==> config.mk <==
export PLATFORM = sky130hd
export DESIGN_NAME = muldiv_unit
export DESIGN_NICKNAME = d
export VERILOG_FILES = /design/src/rtl/muldiv_unit.sv
export SDC_FILE = /design/constraint.sdc
export NUM_CORES = 1
export LEC_CHECK = 0
export ABC_AREA = 0
export CORE_MARGIN = 3
export CORE_UTILIZATION = 61
export DETAILED_ROUTE_END_ITERATION = 10
export PLACE_DENSITY = 0.81
export SLEW_MARGIN = 20
export SYNTH_ARGS = -nofsm -noshare
export SYNTH_HDL_FRONTEND = slang
export SYNTH_SLANG_ARGS = --single-unit
export TNS_END_PERCENT = 100
==> constraint.sdc <==
create_clock -name clock -period 5.25 [get_ports clock]
set_input_delay 1.05 -clock clock [delete_from_list [all_inputs] [get_ports clock]]
set_output_delay 1.05 -clock clock [all_outputs]
set_load 0.02 [all_outputs]
==> src/rtl/muldiv_unit.sv <==
// Iterative RV32M multiply/divide unit: shift-add multiply and restoring divide,
// one bit per cycle, with a registered result and a single-cycle done pulse.
module muldiv_unit #(
  parameter int unsigned XLEN = 32
) (
  input  logic            clock,
  input  logic            reset,
  input  logic            start,
  input  logic [2:0]      op,
  input  logic [XLEN-1:0] operand_a,
  input  logic [XLEN-1:0] operand_b,
  output logic            busy,
  output logic            done,
  output logic [XLEN-1:0] result
);

  localparam int unsigned CW = $clog2(XLEN);

  typedef enum logic [1:0] {IDLE, CALC, FINISH, DONE} state_t;

  state_t              state_q, state_d;
  logic [CW-1:0]       cnt_q, cnt_d;
  logic [2:0]          op_q, op_d;
  logic [XLEN-1:0]     a_q, a_d, b_q, b_d;
  logic [2*XLEN-1:0]   acc_q, acc_d;
  logic                sa_q, sa_d, sb_q, sb_d;
  logic                spec_q, spec_d;
  logic [XLEN-1:0]     spec_val_q, spec_val_d;
  logic                busy_q, busy_d, done_q, done_d;
  logic [XLEN-1:0]     result_q, result_d;

  logic                in_a_signed, in_b_signed, in_sa, in_sb;
  logic [XLEN-1:0]     mag_a, mag_b;
  logic [XLEN:0]       mul_sum, div_sh, div_diff;
  logic [2*XLEN-1:0]   mul_step, div_step, prod;
  logic [XLEN-1:0]     quo, rem, final_val;

  // Capture-side decode: operand signedness, magnitudes and forced results.
  always_comb begin
    in_a_signed = (op == 3'b001) || (op == 3'b010) || (op == 3'b100) || (op == 3'b110);
    in_b_signed = (op == 3'b001) || (op == 3'b100) || (op == 3'b110);
    in_sa       = in_a_signed && operand_a[XLEN-1];
    in_sb       = in_b_signed && operand_b[XLEN-1];
    mag_a       = in_sa ? -operand_a : operand_a;
    mag_b       = in_sb ? -operand_b : operand_b;
  end

  // Datapath for one CALC iteration and the FINISH sign/selection step.
  always_comb begin
    mul_sum  = {1'b0, acc_q[2*XLEN-1:XLEN]} + (acc_q[0] ? {1'b0, a_q} : '0);
    mul_step = {mul_sum, acc_q[XLEN-1:1]};
    div_sh   = acc_q[2*XLEN-1:XLEN-1];
    div_diff = div_sh - {1'b0, b_q};
    if (!div_diff[XLEN]) begin
      div_step = {div_diff[XLEN-1:0], acc_q[XLEN-2:0], 1'b1};
    end else begin
      div_step = {div_sh[XLEN-1:0], acc_q[XLEN-2:0], 1'b0};
    end

    prod = (sa_q ^ sb_q) ? -acc_q : acc_q;
    quo  = (sa_q ^ sb_q) ? -acc_q[XLEN-1:0] : acc_q[XLEN-1:0];
    rem  = sa_q ? -acc_q[2*XLEN-1:XLEN] : acc_q[2*XLEN-1:XLEN];
    if (spec_q) begin
      final_val = spec_val_q;
    end else if (op_q[2]) begin
      final_val = op_q[1] ? rem : quo;
    end else begin
      final_val = (op_q[1:0] == 2'b00) ? prod[XLEN-1:0] : prod[2*XLEN-1:XLEN];
    end
  end

  always_comb begin
    state_d    = state_q;
    cnt_d      = cnt_q;
    op_d       = op_q;
    a_d        = a_q;
    b_d        = b_q;
    acc_d      = acc_q;
    sa_d       = sa_q;
    sb_d       = sb_q;
    spec_d     = spec_q;
    spec_val_d = spec_val_q;
    result_d   = result_q;

    case (state_q)
      IDLE, DONE: begin
        if (start) begin
          state_d    = CALC;
          cnt_d      = '0;
          op_d       = op;
          a_d        = mag_a;
          b_d        = mag_b;
          sa_d       = in_sa;
          sb_d       = in_sb;
          acc_d      = op[2] ? {{XLEN{1'b0}}, mag_a} : {{XLEN{1'b0}}, mag_b};
          spec_d     = 1'b0;
          spec_val_d = '0;
          // Divide-by-zero and signed overflow bypass the iterative result.
          if (op[2] && (operand_b == '0)) begin
            spec_d     = 1'b1;
            spec_val_d = op[1] ? operand_a : '1;
          end else if (!op[0] && op[2] && (operand_a == {1'b1, {(XLEN-1){1'b0}}})
                       && (operand_b == '1)) begin
            spec_d     = 1'b1;
            spec_val_d = op[1] ? '0 : operand_a;
          end
        end else begin
          state_d = IDLE;
        end
      end
      CALC: begin
        acc_d = op_q[2] ? div_step : mul_step;
        cnt_d = cnt_q + CW'(1);
        if (cnt_q == CW'(XLEN-1)) begin
          state_d = FINISH;
        end
      end
      FINISH: begin
        result_d = final_val;
        state_d  = DONE;
      end
      default: state_d = IDLE;
    endcase

    busy_d = (state_d == CALC) || (state_d == FINISH);
    done_d = (state_d == DONE);
  end

  always_ff @(posedge clock) begin
    if (reset) begin
      state_q    <= IDLE;
      cnt_q      <= '0;
      op_q       <= '0;
      a_q        <= '0;
      b_q        <= '0;
      acc_q      <= '0;
      sa_q       <= 1'b0;
      sb_q       <= 1'b0;
      spec_q     <= 1'b0;
      spec_val_q <= '0;
      busy_q     <= 1'b0;
      done_q     <= 1'b0;
      result_q   <= '0;
    end else begin
      state_q    <= state_d;
      cnt_q      <= cnt_d;
      op_q       <= op_d;
      a_q        <= a_d;
      b_q        <= b_d;
      acc_q      <= acc_d;
      sa_q       <= sa_d;
      sb_q       <= sb_d;
      spec_q     <= spec_d;
      spec_val_q <= spec_val_d;
      busy_q     <= busy_d;
      done_q     <= done_d;
      result_q   <= result_d;
    end
  end

  assign busy   = busy_q;
  assign done   = done_q;
  assign result = result_q;

endmodule
# Word-level counts from Yosys, hierarchy flattened
# Index checks and enable logic that the tools add are counted.
# word_totals
reg_bits,207
# classes
n_bitwise,1
n_addsub,8
n_mux,26
n_reduce_logical,20
n_eq_ne,14
# ops
operator,count
32-bit 2-to-1 mux,14
64-bit 2-to-1 mux,4
32-bit negation,4
64-bit case mux with 2 select lines,1
"32-bit equality test, second input constant",2
64-bit negation,1
32-bit by 32-bit adder with 33-bit output,1
33-bit by 32-bit subtractor with 33-bit output,1
32-bit logical NOT,1
5-bit case mux with 2 select lines,1
"2-bit equality test, second input constant",4
"3-bit equality test, second input constant",2
1-bit logical AND,6
1-bit logical OR,6
2-bit case mux with 3 select lines,1
"5-bit by 1-bit adder with 5-bit output, second input constant",1
"5-bit equality test, second input constant",1
5-bit 2-to-1 mux,1
"2-bit by 1-bit equality test with 1-bit output, second input constant",2
2-bit logical NOT,2
2-bit AND reduction,2
"3-bit by 1-bit equality test with 1-bit output, second input constant",1
"3-bit by 2-bit equality test with 1-bit output, second input constant",1
1-bit 2-to-1 mux,3
6 further kinds,6

# Depth between registers and ports, before layout
# Gate-level depths: netlist of run 1.
# logic_depth
word_depth,9
mapped_depth,16
depth_no_buf,14

# Worst setup path before layout of run 1
# No wires, ideal clock.
# synth_path
kind,register -> register
startpoint,reg acc_q[0]
endpoint,reg acc_q[63]
path_stages_with_launch,17
slack_ps,1576
arrival_ps,3560
t_required_ps,5136
path_cell_list,dfxtp_1 -> clkbuf_1 -> clkbuf_1 -> and2_1 -> ha_1 -> inv_1 -> fa_1 -> nand2b_1 -> a21oi_1 -> o21ai_0 -> o21ai_0 -> nor2_1 -> o31ai_1 -> a31oi_1 -> o21ai_0 -> a31oi_1 -> a2111oi_0
# synth_between
elab_chain_cells,4
# synth_lines
item,line,text
start: declaration,25,"logic [2*XLEN-1:0] acc_q, acc_d;"
start signal: assignment,136,acc_q <= '0;
start signal: assignment,150,acc_q <= acc_d;
32-bit 2-to-1 mux,50,"mul_sum = {1'b0, acc_q[2*XLEN-1:XLEN]} + (acc_q[0] ? {1'b0, a_q} : '0);"
32-bit by 32-bit adder with 33-bit output,50,
64-bit 2-to-1 mux,112,acc_d = op_q[2] ? div_step : mul_step;
64-bit case mux with 2 select lines,85,case (state_q)
# No other way between the ends.
# A chain may end at the register's enable or synchronous reset.

# Worst setup path in the final report of run 1
# layout_path
startpoint,reg acc_q[34]
endpoint,reg acc_q[63]
# layout_between
elab_chain_cells,4
elab_cells_between_ends,5
# layout_lines
item,line,text
33-bit by 32-bit subtractor with 33-bit output,53,"div_diff = div_sh - {1'b0, b_q};"
64-bit 2-to-1 mux,54,if (!div_diff[XLEN]) begin
64-bit 2-to-1 mux *,112,
64-bit case mux with 2 select lines *,85,
# Every way passes the cells marked *; elsewhere a longest branch is shown, timed or not.

==> flow_summary.yaml, run 1 <==
run_status:
  status: "complete, no violations"
placed_design:
  routabilityCongestion: 1.06
  io_buffers: 103
  placed_cell_area_um2: 17700
  hpwl_um: 48500
power_and_ir_drop:
  seqPwrFrac_pct: 37.6
  swShare_pct: 33.4
  ir_worst_vdd_uv: 206
  p_int_mw: 3.19
  leakage_nw: 7.22
  clkPwrFrac_pct: 36.9
  powerDensity_nw_per_um2: 259
  p_sw_mw: 1.60
  pwr-share-comb_pct: 25.5
global_routing:
  grt_pass1_wl_um: 96300
  grt_use_total_pct: 42.4
  antenna_found_initial: 1
  grt_pass1_vias: 16390
  grt_max_degree: 102
  overflow: 0
logic_synthesis:
  synth-main-ff-cell: "dfxtp_1"
  synth_cell_types: 79
  async_flop_share_pct: 0
  synthCells: 2269
  synth_xor_area_share_pct: 10.0
  syn_area_per_cell_um2: 7.30
  synth_area_um2: 16600
  synth_compound_area_share_pct: 27.4
  synth_seq_area_share_pct: 25.0
  ys_seq_elements: 207
  synth_simple_gate_area_share_pct: 21.8
  synth_top_family_by_area: "compound AO/OA/AOI/OAI gates"
  synth_mux_area_share_pct: 4.11
  synth_nets: 2415
  synth_edf_count: 0
  yosys_warnings: 0
  synthAdderAreaFrac_pct: 5.83
final_layout:
  design_area_um2: 18500
  fillers: 2196
  seqCellArea_um2: 4150
  syn2layout_area_growth_pct: 11.7
  final_common_cell: "nor2_1"
  nNetsFinal: 2414
  layout-drive-gt1-share_pct: 5.61
  multi_input_area_um2: 11500
  final_cell_mix: "nor2_1, a21oi_1, dfxtp_1"
clock_network:
  insertion_delay_ns: 0.53
  h-tree-depth: 1
  clk_pin_slew_worst_paths_ns: 0.07
  cts_hold_buffers: 0
  cts_made_buffers: 23
  cts_tree: "yes"
  post_cts_buffers: 0
  cts_resized: 0
  clock_path_buffers: 3
  cts_sinks: 207
  cts-root-buf: "clkbuf_16"
die:
  coreArea_um2: 26400
  io_pins: 104
  die_h_um: 171
  die_x_um: 171
  dieArea_um2: 29200
  rows: 59
  start_util_pct: 62.9
sta:
  tns_ns: 0
  hold_ws_ns: 0.470
  hold_viol: 0
  finalMaxSlewViolations: 0
  period_needed_ns: 4.62
  rsz0062_at_grt: "false"
  finClkSkew_ns: 0.0181
  max-slew-margin-rel_pct: 25.8
  setup_violations: 0
  fin_crit_sh_pct: 88.1
  worst_pin_slew_ns: 1.11
  max_freq_mhz: 216
setup_path:
  crit_fanout: 36
  arrival_ns: 5.02
  worst_setup_path_end_kind: "register"
  critPathKind: "reg2reg"
  critical_path_required_ns: 5.65
  cp-start-kind: "register"
detailed_routing:
  postRouteAntennaNets: 0
  wl_per_cell_um: 24.5
  vias_per_cell: 6.92
  drt_iter0_markers: 2933
  drcViolationCount: 0
  vias: 18132
  drt-total-wl_um: 64100
  drt-pass1-iter-count: 6
hold_path:
  hp-class: "reg2reg"
run:
  cap_viol_max_count: 0
## metal layers
metal | global-route usage [%] | part of all wire, % | vias up
met5 | 0 | 0 | -
met4 | 20.6 | 5.9 | 0
met3 | 10.3 | 13 | 213
met2 | 61.4 | 41 | 1354
met1 | 59.0 | 40 | 8382
li1 | - | - | 8183
## Yosys cell counts, types with 10 or more instances
cell type  count  area (µm²)
mux2_2        16         180
o211ai_1      20         150
buf_2         10        50.1
a31oi_1       28         175
nor4_1        22         138
a21oi_1      229        1150
a211oi_1     105         788
mux2i_1       50         500
o22ai_1       24         150
xor2_1        83         727
nand4_1       21         131
o41ai_1       11        96.3
nor2_1       269        1010
nor3_1        69         345
o21ai_0      149         746
and2_1        44         275
o221ai_1      13         114
and3_1        20         125
dfxtp_1      207        4140
clkbuf_1     145         544
xnor2_1      105         920
or4_1         19         143
or3_1         13        81.3
inv_1         76         285
nor2b_1       20         125
ha_1          74         926
a22oi_1       22         165
a21o_1        22         165
nand3_1       34         170
o31ai_1       25         188
nand2_1      178         668
nand2b_1      18         113
## state kept, by name (all words and copies together), names as in the netlist
| register | count |
|---|---|
| done | 1 |
| cnt_q | 5 |
| result | 32 |
| spec_q | 1 |
| spec_val_q | 32 |
| a_q | 32 |
| sb_q | 1 |
| op_q | 3 |
| acc_q | 64 |
| b_q | 32 |
| busy | 1 |
| state_q | 2 |
| sa_q | 1 |
## final timing paths
kind | slack [ns] | cells past startpoint | end | start
max | 0.63 | 12 | acc_q[63]$_SDFFE_PP0P_ | acc_q[34]$_SDFFE_PP0P_
min | 0.47 | 2 | cnt_q[4]$_SDFFE_PP0P_ | cnt_q[4]$_SDFFE_PP0P_
max reg2reg | 0.63 | 12 | acc_q[63]$_SDFFE_PP0P_ | acc_q[34]$_SDFFE_PP0P_
min reg2reg | 0.47 | 2 | cnt_q[4]$_SDFFE_PP0P_ | cnt_q[4]$_SDFFE_PP0P_
## logic make-up (layout without fill, tap and decap cells)
logic type / Yosys count / count (layout)
simple gates: 759 / 759
xor+xnor: 189 / 189
compound gates: 725 / 725
other cells: 0 / 1
fa+ha+maj: 76 / 76
buf+inv: 247 / 261
mux: 66 / 66
flops: 207 / 207
## power groups by stage
stage | Sequential (mW) | Clock [mW] | Combinational (mW)
2_1_floorplan | 1.74 | 0 | 0.818
3_3_place_gp | 1.82 | 0 | 1.15
3_5_place_dp | 1.82 | 0 | 1.17
4_1_cts | 1.79 | 1.75 | 1.17
5_1_grt | 1.81 | 1.82 | 1.30
6_report | 1.80 | 1.77 | 1.22
## critical path, stage by stage (launching register included)
cell,delay (ns)
dfxtp_1,0.69
ha_1,0.39
o21a_1,0.19
o31a_1,0.13
o41ai_1,0.88
o211ai_1,0.23
a21oi_1,0.46
o211ai_1,0.27
xnor2_4,0.19
buf_4,0.41
nand2_1,0.10
o2111a_1,0.16
a2111oi_0,0.38
## per-stage QoR
step,power (mW),utilization (%),cells,setup slack [ns]
after global placement,2.97,67.1,2578,0.780
after detailed placement,2.99,67.1,2578,0.737
after CTS,4.72,70.2,2618,0.867
final,4.79,70.2,2619,0.625
after global routing,4.93,70.2,2618,0.441
after floorplan,2.56,-,2269,1.58
## cell type report
cell class | count | share of cell area, %
Multi-Input combinational cell | 1815 | 62.2
Sequential cell | 207 | 22.4
Timing Repair Buffer | 143 | 7.18
Clock buffer | 30 | 3.41
Tap cell | 335 | 2.26
Inverter | 78 | 1.58
Clock inverter | 10 | 0.980
Antenna cell | 1 | 0.0135
Note: power is estimated with default switching activity, not from simulation.
==> run 2: changes to the inputs <==
- SLEW_MARGIN: 20 -> default
==> results of run 2 <==
Final layout, timing and power as in run 1 (identical DEF).
